### config.mk
export PLATFORM = sky130hd
export DESIGN_NAME = snd_mailbox
export DESIGN_NICKNAME = d
export VERILOG_FILES = /design/src/rtl/m72_pkg.sv /design/src/rtl/snd_mailbox_fifo.sv /design/src/rtl/snd_mailbox.sv
export SDC_FILE = /design/constraint.sdc
export NUM_CORES = 1
export LEC_CHECK = 0
export ABC_AREA = 1
export CAP_MARGIN = 20
export CORE_AREA = 4 4 129 131
export DETAILED_ROUTE_END_ITERATION = 8
export DIE_AREA = 0 0 133 135
export RECOVER_POWER = 50
export SYNTH_ARGS = -nofsm -noshare
export SYNTH_HDL_FRONTEND = slang
export SYNTH_SLANG_ARGS = --single-unit
### constraint.sdc
create_clock -name CLK_32M -period 3.4 [get_ports CLK_32M]
set_input_delay 0.68 -clock CLK_32M [delete_from_list [all_inputs] [get_ports CLK_32M]]
set_output_delay 0.68 -clock CLK_32M [all_outputs]
set_load 0.05 [all_outputs]
### src/rtl/m72_pkg.sv
// Shared constants, types and width helpers for the M72 sound-subsystem mailbox.
package m72_pkg;

    localparam logic [7:0] MBOX_FILL   = 8'hFF;
    localparam int         MBOX_MAX_CH = 4;

    typedef struct packed {
        logic [MBOX_MAX_CH-1:0] overflow;
        logic [MBOX_MAX_CH-1:0] nonempty;
    } mbox_status_t;

    // Index width clamped to 1 bit so single-channel / single-entry builds still elaborate.
    function automatic int mbox_idx_w(input int n);
        return (n > 1) ? $clog2(n) : 1;
    endfunction

    function automatic int mbox_cnt_w(input int depth);
        return $clog2(depth) + 1;
    endfunction

    function automatic int mbox_tmr_w(input int len);
        return (len > 0) ? $clog2(len + 1) : 1;
    endfunction

endpackage

### src/rtl/snd_mailbox_fifo.sv
// Single command FIFO: storage, wrap-around pointers and occupancy count.
module snd_mailbox_fifo
    import m72_pkg::*;
#(
    parameter int DEPTH = 4,
    parameter int DW    = 8
) (
    input  logic          clk,
    input  logic          rst_n,
    input  logic          push,
    input  logic [DW-1:0] push_data,
    input  logic          pop,
    output logic          full,
    output logic          empty,
    output logic [DW-1:0] head
);

    localparam int PW = mbox_idx_w(DEPTH);
    localparam int CW = mbox_cnt_w(DEPTH);

    logic [DW-1:0] mem_q [DEPTH];
    logic [PW-1:0] wr_ptr_q, wr_ptr_d;
    logic [PW-1:0] rd_ptr_q, rd_ptr_d;
    logic [CW-1:0] count_q, count_d;
    logic          do_push, do_pop;

    function automatic logic [PW-1:0] ptr_inc(input logic [PW-1:0] p);
        return (p == PW'(DEPTH - 1)) ? '0 : p + PW'(1);
    endfunction

    assign empty = (count_q == '0);
    assign full  = (count_q == CW'(DEPTH));
    assign head  = mem_q[rd_ptr_q];

    // A pop on a full FIFO frees the slot the same cycle, so the push is accepted.
    assign do_pop  = pop & ~empty;
    assign do_push = push & (~full | do_pop);

    always_comb begin
        // NOTE: every signal gets a default before any branch so no latch is inferred.
        wr_ptr_d = wr_ptr_q;
        rd_ptr_d = rd_ptr_q;
        count_d  = count_q;
        if (do_push) wr_ptr_d = ptr_inc(wr_ptr_q);
        if (do_pop)  rd_ptr_d = ptr_inc(rd_ptr_q);
        if (do_push && !do_pop) begin
            count_d = count_q + CW'(1);
        end else if (!do_push && do_pop) begin
            count_d = count_q - CW'(1);
        end
    end

    // NOTE: state flops use non-blocking assignments so all of them see pre-edge values.
    always_ff @(posedge clk or negedge rst_n) begin
        if (!rst_n) begin
            wr_ptr_q <= '0;
            rd_ptr_q <= '0;
            count_q  <= '0;
        end else begin
            wr_ptr_q <= wr_ptr_d;
            rd_ptr_q <= rd_ptr_d;
            count_q  <= count_d;
        end
    end

    // NOTE: storage is not reset; count_q gates every read, so stale entries are never visible.
    always_ff @(posedge clk) begin
        if (do_push) mem_q[wr_ptr_q] <= push_data;
    end

endmodule

### src/rtl/snd_mailbox.sv
// Main-CPU to sound-CPU command mailbox: per-channel FIFOs, INT/NMI generation, reply latch.
module snd_mailbox
    import m72_pkg::*;
#(
    parameter int                NUM_CH   = 2,
    parameter int                DEPTH    = 4,
    parameter int                DW       = 8,
    parameter logic [NUM_CH-1:0] INT_MASK = 'b01,
    parameter int                NMI_CH   = 1,
    parameter int                NMI_LEN  = 16,
    parameter logic [DW-1:0]     FILL     = DW'(MBOX_FILL)
) (
    input  logic                          CLK_32M,
    input  logic                          reset_n,
    input  logic                          pause,
    input  logic                          cmd_wr,
    input  logic [mbox_idx_w(NUM_CH)-1:0] cmd_ch,
    input  logic [DW-1:0]                 cmd_data,
    input  logic                          snd_rd,
    input  logic [mbox_idx_w(NUM_CH)-1:0] snd_ch,
    output logic [DW-1:0]                 snd_dout,
    output logic [2*NUM_CH-1:0]           snd_status,
    input  logic                          snd_clr_ovf,
    output logic                          snd_int_n,
    output logic                          snd_nmi_n,
    input  logic                          rep_wr,
    input  logic [DW-1:0]                 rep_data,
    input  logic                          main_rd,
    output logic [DW-1:0]                 main_dout,
    output logic                          main_irq
);

    localparam int IW = mbox_idx_w(NUM_CH);
    localparam int TW = mbox_tmr_w(NMI_LEN);

    logic [NUM_CH-1:0] push, pop, full, empty, nonempty;
    logic [DW-1:0]     head [NUM_CH];

    logic [NUM_CH-1:0] ovf_q, ovf_d;
    logic [DW-1:0]     snd_dout_q, snd_dout_d;
    logic [DW-1:0]     main_dout_q, main_dout_d;
    logic              main_irq_q, main_irq_d;
    logic              nmi_active;

    // Out-of-range channel indices match no generate slot and are therefore ignored.
    for (genvar i = 0; i < NUM_CH; i++) begin : g_ch
        assign push[i] = cmd_wr && (cmd_ch == IW'(i));
        assign pop[i]  = snd_rd && (snd_ch == IW'(i));

        snd_mailbox_fifo #(
            .DEPTH (DEPTH),
            .DW    (DW)
        ) u_fifo (
            .clk       (CLK_32M),
            .rst_n     (reset_n),
            .push      (push[i]),
            .push_data (cmd_data),
            .pop       (pop[i]),
            .full      (full[i]),
            .empty     (empty[i]),
            .head      (head[i])
        );
    end

    assign nonempty = ~empty;

    always_comb begin
        snd_dout_d = snd_dout_q;
        if (|pop) begin
            snd_dout_d = FILL;
            for (int i = 0; i < NUM_CH; i++) begin
                if (pop[i] && !empty[i]) snd_dout_d = head[i];
            end
        end
    end

    // Set term is OR-ed after the clear so a coincident overflow survives snd_clr_ovf.
    assign ovf_d = (ovf_q & ~{NUM_CH{snd_clr_ovf}}) | (push & full & ~pop);

    always_comb begin
        main_dout_d = main_dout_q;
        main_irq_d  = main_irq_q;
        if (rep_wr) begin
            main_dout_d = rep_data;
            main_irq_d  = 1'b1;
        end else if (main_rd) begin
            main_irq_d  = 1'b0;
        end
    end

    always_ff @(posedge CLK_32M or negedge reset_n) begin
        if (!reset_n) begin
            ovf_q       <= '0;
            snd_dout_q  <= FILL;
            main_dout_q <= '0;
            main_irq_q  <= 1'b0;
        end else begin
            ovf_q       <= ovf_d;
            snd_dout_q  <= snd_dout_d;
            main_dout_q <= main_dout_d;
            main_irq_q  <= main_irq_d;
        end
    end

    if (NMI_CH < NUM_CH) begin : g_nmi
        logic          ne_prev_q;
        logic          nmi_trig;
        logic [TW-1:0] nmi_cnt_q, nmi_cnt_d;

        assign nmi_trig = nonempty[NMI_CH] & ~ne_prev_q;

        // Retrigger reloads the full length; paused cycles hold the count.
        always_comb begin
            nmi_cnt_d = nmi_cnt_q;
            if (nmi_trig) begin
                nmi_cnt_d = TW'(NMI_LEN);
            end else if ((nmi_cnt_q != '0) && !pause) begin
                nmi_cnt_d = nmi_cnt_q - TW'(1);
            end
        end

        always_ff @(posedge CLK_32M or negedge reset_n) begin
            if (!reset_n) begin
                ne_prev_q <= 1'b0;
                nmi_cnt_q <= '0;
            end else begin
                ne_prev_q <= nonempty[NMI_CH];
                nmi_cnt_q <= nmi_cnt_d;
            end
        end

        assign nmi_active = (nmi_cnt_q != '0);
    end else begin : g_no_nmi
        assign nmi_active = 1'b0;
    end

    assign snd_dout   = snd_dout_q;
    assign snd_status = {ovf_q, nonempty};
    assign snd_int_n  = ~|(nonempty & INT_MASK);
    assign snd_nmi_n  = ~nmi_active;
    assign main_dout  = main_dout_q;
    assign main_irq   = main_irq_q;

endmodule

Word-level counts from Yosys, hierarchy flattened
Memory sizes are Yosys's and may differ from the RTL's.
Index checks and enable logic that the tools add are counted.
Widths: inputs -> output; s select.
{"block": "word_totals", "register_bits": 39, "elab_cells": 96, "memories": 2, "mem_bits_rw": 64, "inputBits": 26}
{"memory": "g_ch[0].u_fifo.mem_q", "depth": 4, "word_bits": 8, "read_ports": 1, "rd_ports_with_merged_regs": 0, "wr": 1, "line": "snd_mailbox_fifo.sv:21", "text": "logic [DW-1:0] mem_q [DEPTH];"}
{"memory": "g_ch[1].u_fifo.mem_q", "depth": 4, "word_bits": 8, "read_ports": 1, "rd_ports_with_merged_regs": 0, "wr": 1, "line": "snd_mailbox_fifo.sv:21"}
{"block": "classes", "bitwise": 22, "addsub": 9, "reduce_logical": 27, "n_mux": 18, "eq_ne": 6}
{"cell": "$mux 8", "count": 2}
{"cell": "$mux 3", "count": 4}
{"cell": "$logic_and 1x1->1", "count": 11}
{"cell": "$mux 5", "count": 2}
{"cell": "$add 2x1->2 const B", "count": 4}
{"cell": "$eq 2x2->1 const B", "count": 4}
{"cell": "$logic_not 1->1", "count": 8}
{"cell": "$mux 2", "count": 4}
{"cell": "$not 1->1", "count": 8}
{"cell": "$reduce_bool 2->1", "count": 4}
{"cell": "$add 3x1->3 const B", "count": 2}
{"cell": "$and 2x2->2", "count": 3}
{"cell": "$eq 3x3->1 const B", "count": 2}
{"cell": "$logic_not 3->1", "count": 2}
{"cell": "$mux 1", "count": 6}
{"cell": "$not 2->2", "count": 3}
{"cell": "$sub 3x1->3 const B", "count": 2}
{"cell": "$and 1x1->1", "count": 5}
{"cell": "$reduce_bool 5->1", "count": 1}
{"cell": "$sub 5x1->5 const B", "count": 1}
{"cell": "$or 1x1->1", "count": 2}
{"cell": "$or 2x2->2", "count": 1}
{"cell": "$reduce_or 2->1", "count": 1}

Depth between registers and ports, before layout
{"block": "depth", "ltp_word": 9, "mapped_depth": 11}

Modules after synthesis
A second synthesis with hierarchy kept.
{"block": "unflattened", "cells_unflattened": 467, "area_unflattened_um2": 4854.7}
{"module": "snd_mailbox_fifo", "cells_per_inst": 154, "area_per_inst_um2": 1813.0, "n_inst": 2}
{"module": "snd_mailbox", "cells_per_inst": 159, "area_per_inst_um2": 1228.7, "n_inst": 1}

Worst setup path before layout
Ideal clock, no wire load.
{"block": "synth_path", "path_kind": "input to register", "startpoint": "in snd_ch", "endpoint": "reg g_ch[1].u_fifo.count_q[2]", "path_buffers": 0, "path_slack_ps": 1213, "cell_stages": 10, "setup_time_ps": 131, "arrival_time_ps": 2056, "path_cell_list": "nand2_1 > nand3_1 > nand3_2 > inv_1 > ha_1 > inv_1 > fa_1 > a21oi_1 > o21ai_0 > xor2_1"}
{"block": "synth_between", "elab_chain_cells": 7, "word_cells_on_any_way": 10}
{"item": "start, declared", "line": "snd_mailbox.sv:20", "text": "input logic [mbox_idx_w(NUM_CH)-1:0] snd_ch,"}
{"item": "$logic_and 1x1->1 (*)", "line": "snd_mailbox.sv:48", "text": "assign pop[i] = snd_rd && (snd_ch == IW'(i));"}
{"item": "$and 1x1->1 (*)", "line": "snd_mailbox_fifo.sv:36", "text": "assign do_pop = pop & ~empty;"}
{"item": "$or 1x1->1 (*)", "line": "snd_mailbox_fifo.sv:37", "text": "assign do_push = push & (~full | do_pop);"}
{"item": "$and 1x1->1 (*)", "line": "snd_mailbox_fifo.sv:37"}
{"item": "net g_ch[1].u_fifo.do_push", "line": "snd_mailbox_fifo.sv:25", "text": "logic do_push, do_pop;"}
{"item": "$logic_not 1->1", "line": "snd_mailbox_fifo.sv:48", "text": "end else if (!do_push && do_pop) begin"}
{"item": "$logic_and 1x1->1", "line": "snd_mailbox_fifo.sv:48"}
{"item": "$reduce_bool 2->1 (no source line)"}
{"item": "end signal, assigned", "line": "snd_mailbox_fifo.sv:62", "text": "count_q <= count_d;"}
{"item": "end, declared", "line": "snd_mailbox_fifo.sv:24", "text": "logic [CW-1:0] count_q, count_d;"}
Mark *: on every way through the listed nets, which the timed path passes. The rest lies on a longest branch.
A chain may end at the register's enable or synchronous reset.

Worst setup path in the final report
{"block": "layout_path", "startpoint": "in snd_rd", "endpoint": "reg g_ch[0].u_fifo.count_q[1]"}
{"block": "layout_between", "word_cells_on_any_way": 10}
{"item": "start, declared", "line": "snd_mailbox.sv:19", "text": "input logic snd_rd,"}
{"item": "$logic_and 1x1->1 (*)", "line": "snd_mailbox.sv:48"}
{"item": "$and 1x1->1 (*)", "line": "snd_mailbox_fifo.sv:36"}
{"item": "$or 1x1->1", "line": "snd_mailbox_fifo.sv:37"}
{"item": "$and 1x1->1", "line": "snd_mailbox_fifo.sv:37"}
{"item": "$logic_and 1x1->1 (*)", "line": "snd_mailbox_fifo.sv:46", "text": "if (do_push && !do_pop) begin"}
{"item": "$mux 3 (*)", "line": "snd_mailbox_fifo.sv:46"}
{"item": "net g_ch[0].u_fifo.count_d[1]", "line": "snd_mailbox_fifo.sv:24"}
{"item": "end signal, assigned", "line": "snd_mailbox_fifo.sv:62"}
{"item": "end, declared", "line": "snd_mailbox_fifo.sv:24"}
Marks and branches as above.

==> results.tsv <==
stage	metric	value	unit
placement	gpl congestion	0.790	
placement	dpl hpwl	6600	um
die	Chip Width	133	um
power_and_ir_drop	VDD IR-drop max	0.370	mV
grt	first-pass GRT wire length	15600	um
power_and_ir_drop	total power	4090	uW
power_and_ir_drop	PD cells	737	nW/um^2
grt	grt ovf	0	
clock_tree	Clock Latency Late Sink	0.35	ns
sta	min Tclk post-route	2.83	ns
detailed_routing	Starting DRT DRC Count	92	
run	max-cap violation count	1	
die	IO Pins	49	
worst_hold_path	HP Class	reg -> reg	
grt	largest net degree at the start of global routing	40	
clock_tree	CTS resizes	0	
detailed_routing	via/cell ratio	4.17	
detailed_routing	post-route ant nets	0	
clock_tree	Worst-path clk slew	0.06	ns
clock_tree	root buffer cell	clkbuf_16	
detailed_routing	drt total wl	9130	um
run_status	failing checks	capacitance limit, slew limit	
synthesis	prevailing post-synth register cell	edfxtp_1	
power_and_ir_drop	LEAKAGE	0.00239	uW
clock_tree	TritonCTS buffer count	9	
grt	initial antenna violation count	0	
synthesis	mapped cell area	4610	sq um
critical_path	Critical Path RT	3.63	ns
final_layout	layout cell share with drive strength beyond 1	6.51	%
sta	setup ws final	0.573	ns
die	Initial Utilization	29.5	%
synthesis	post-synthesis sequential area ratio	63.1	%
detailed_routing	DR pass1 iterations	4	
critical_path	WP data arrival	3.06	ns
critical_path	worst-path fanout max	13	
sta	Rel. slew slack	-43.5	%
final_layout	Antenna Cells	0	
sta	Tcrit/Tclk final	83.1	%
final_layout	most common cell after layout, fill and taps aside	nand2_1	
die	DIE AREA	18000	sq um
synthesis	Yosys warnings	0	
synthesis	Post-synth EDFFs	64	
sta	worst slew pin tran	2.15	ns
die	row count	46	
die	CORE AREA	15600	sq um
sta	clock skew	0.00506	ns
sta	FMAX	354	MHz
die	Die Y	135	um
synthesis	Mapped Cells	451	
sta	fin. max-slew vios	40	
grt	all-layer global routing usage	11.1	%
grt	vias in the first global route	3139	
final_layout	commonest cells after routing, fill and taps aside	nand2_1, inv_1, edfxtp_1	
synthesis	Post-synth ARST share	37.9	%
critical_path	Crit Path Category	in -> reg	
synthesis	Syn Area/Cell	10.2	sq um
sta	Hold Worst Slack	0.467	ns
critical_path	Worst Setup Start Kind	primary input	
final_layout	Fillers	1567	
sta	final hold vios	0	
clock_tree	# H-tree levels	3	
synthesis	Yosys cell types	30	
sta	RSZ-0062 raised after global routing	no	
synthesis	Yosys reg bits	103	
critical_path	CP Capture Type	flop	
final_layout	fin util	35.6	%
detailed_routing	DRC errors left	0	
detailed_routing	Vias	3017	
clock_tree	Post-CTS Setup Inserts	0	
placement	pre-CTS WS	0.507	ns
placement	input/output buffers	48	
sta	total negative slack	0	ns
final_layout	final net count	544	
clock_tree	clock buffer depth	2	
run_status	outcome	finished with violations	
clock_tree	CTS tree	done	
final_layout	FF+latch area	2910	sq um
final_layout	multi-input logic area	1320	sq um
clock_tree	clk sinks	103	
final_layout	Area Growth Syn to Fin	20.6	%
synthesis	Net Count, Synth	493	
clock_tree	# hold bufs at CTS	0	
sta	final setup violation count	0	
detailed_routing	WL/cell	12.6	um
cell type report:
cell class,instances,area share [%]
sequential,103,52.3
multi-input combinational,263,23.8
timing repair buffer,52,8.94
inverter,73,5.02
tap,216,4.86
clock buffer,14,4.84
clock inverter,2,0.248
path summary, 6_finish.rpt:
path,slack (ns),start,endpoint,depth (start not counted)
min,0.47,snd_dout[1]$_DFFE_PN1P_,snd_dout[1]$_DFFE_PN1P_,2
max reg2reg,1.11,g_ch[1].u_fifo.count_q[0]$_DFFE_PN0P_,g_ch[1].u_fifo.count_q[2]$_DFFE_PN0P_,10
min reg2reg,0.47,snd_dout[1]$_DFFE_PN1P_,snd_dout[1]$_DFFE_PN1P_,2
max,0.57,snd_rd,g_ch[0].u_fifo.count_q[1]$_DFFE_PN0P_,9
min in group asynchronous,0.95,reset_n,g_ch[1].u_fifo.rd_ptr_q[0]$_DFFE_PN0N_,1
max in group asynchronous,1.19,reset_n,g_ch[0].u_fifo.count_q[2]$_DFFE_PN0P_,1
critical path: stages:
cell	delay, ns
clkdlybuf4s50_1	0.47
clkbuf_1	0.44
nand2_4	0.10
a21oi_4	0.31
inv_1	0.08
ha_1	0.18
inv_1	0.10
fa_1	0.42
mux2_2	0.27
sequential cells by signal, summed over array words and instances (netlist names), 2 cells and up:
name                  flops
g_ch.u_fifo.count_q       6
g_ch.u_fifo.mem_q        64
g_ch.u_fifo.rd_ptr_q      4
g_ch.u_fifo.wr_ptr_q      4
g_nmi.nmi_cnt_q           5
main_dout                 8
ovf_q                     2
snd_dout                  8
where the power goes:
group	total (uW)	internal, uW	switching, uW
clock	986	551	435
combinational	1300	464	837
sequential	1810	1590	219
total	4090	2600	1490
metrics by stage:
step,cell area [sq um],cells
after global placement,5290,707
after global routing,5560,723
final,5560,723
after detailed placement,5290,707
after floorplan,4610,451
after CTS,5580,723
cell usage after synthesis, types with 4 or more instances:
master	instances	area, sq um
inv_1	67	251
nor2_1	14	52.6
nand3_1	57	285
ha_1	14	175
nand2_1	141	529
o21ai_0	10	50.1
dfrtp_1	31	776
buf_2	4	20.0
dfstp_2	8	210
edfxtp_1	64	1920
buf_4	5	37.5
cells by family after synthesis:
kind of cell    Yosys count  share of synthesized area [%]
compound gates           19                           2.44
buf+inv                  85                           8.04
simple gates            220                           20.1
mux                       2                          0.489
flops                   103                           63.1
xor+xnor                  6                           1.14
fa+ha+maj                16                           4.67
metal layers:
metal / vias to the layer above / wire (um) / GRT usage [%]
met5: - / 0 / 0
met4: 0 / 82 / 4.10
met3: 6 / 528 / 3.02
met2: 63 / 4450 / 18.5
met1: 1404 / 4070 / 13.9
li1: 1544 / - / -
(Power assumes the default switching activity.)
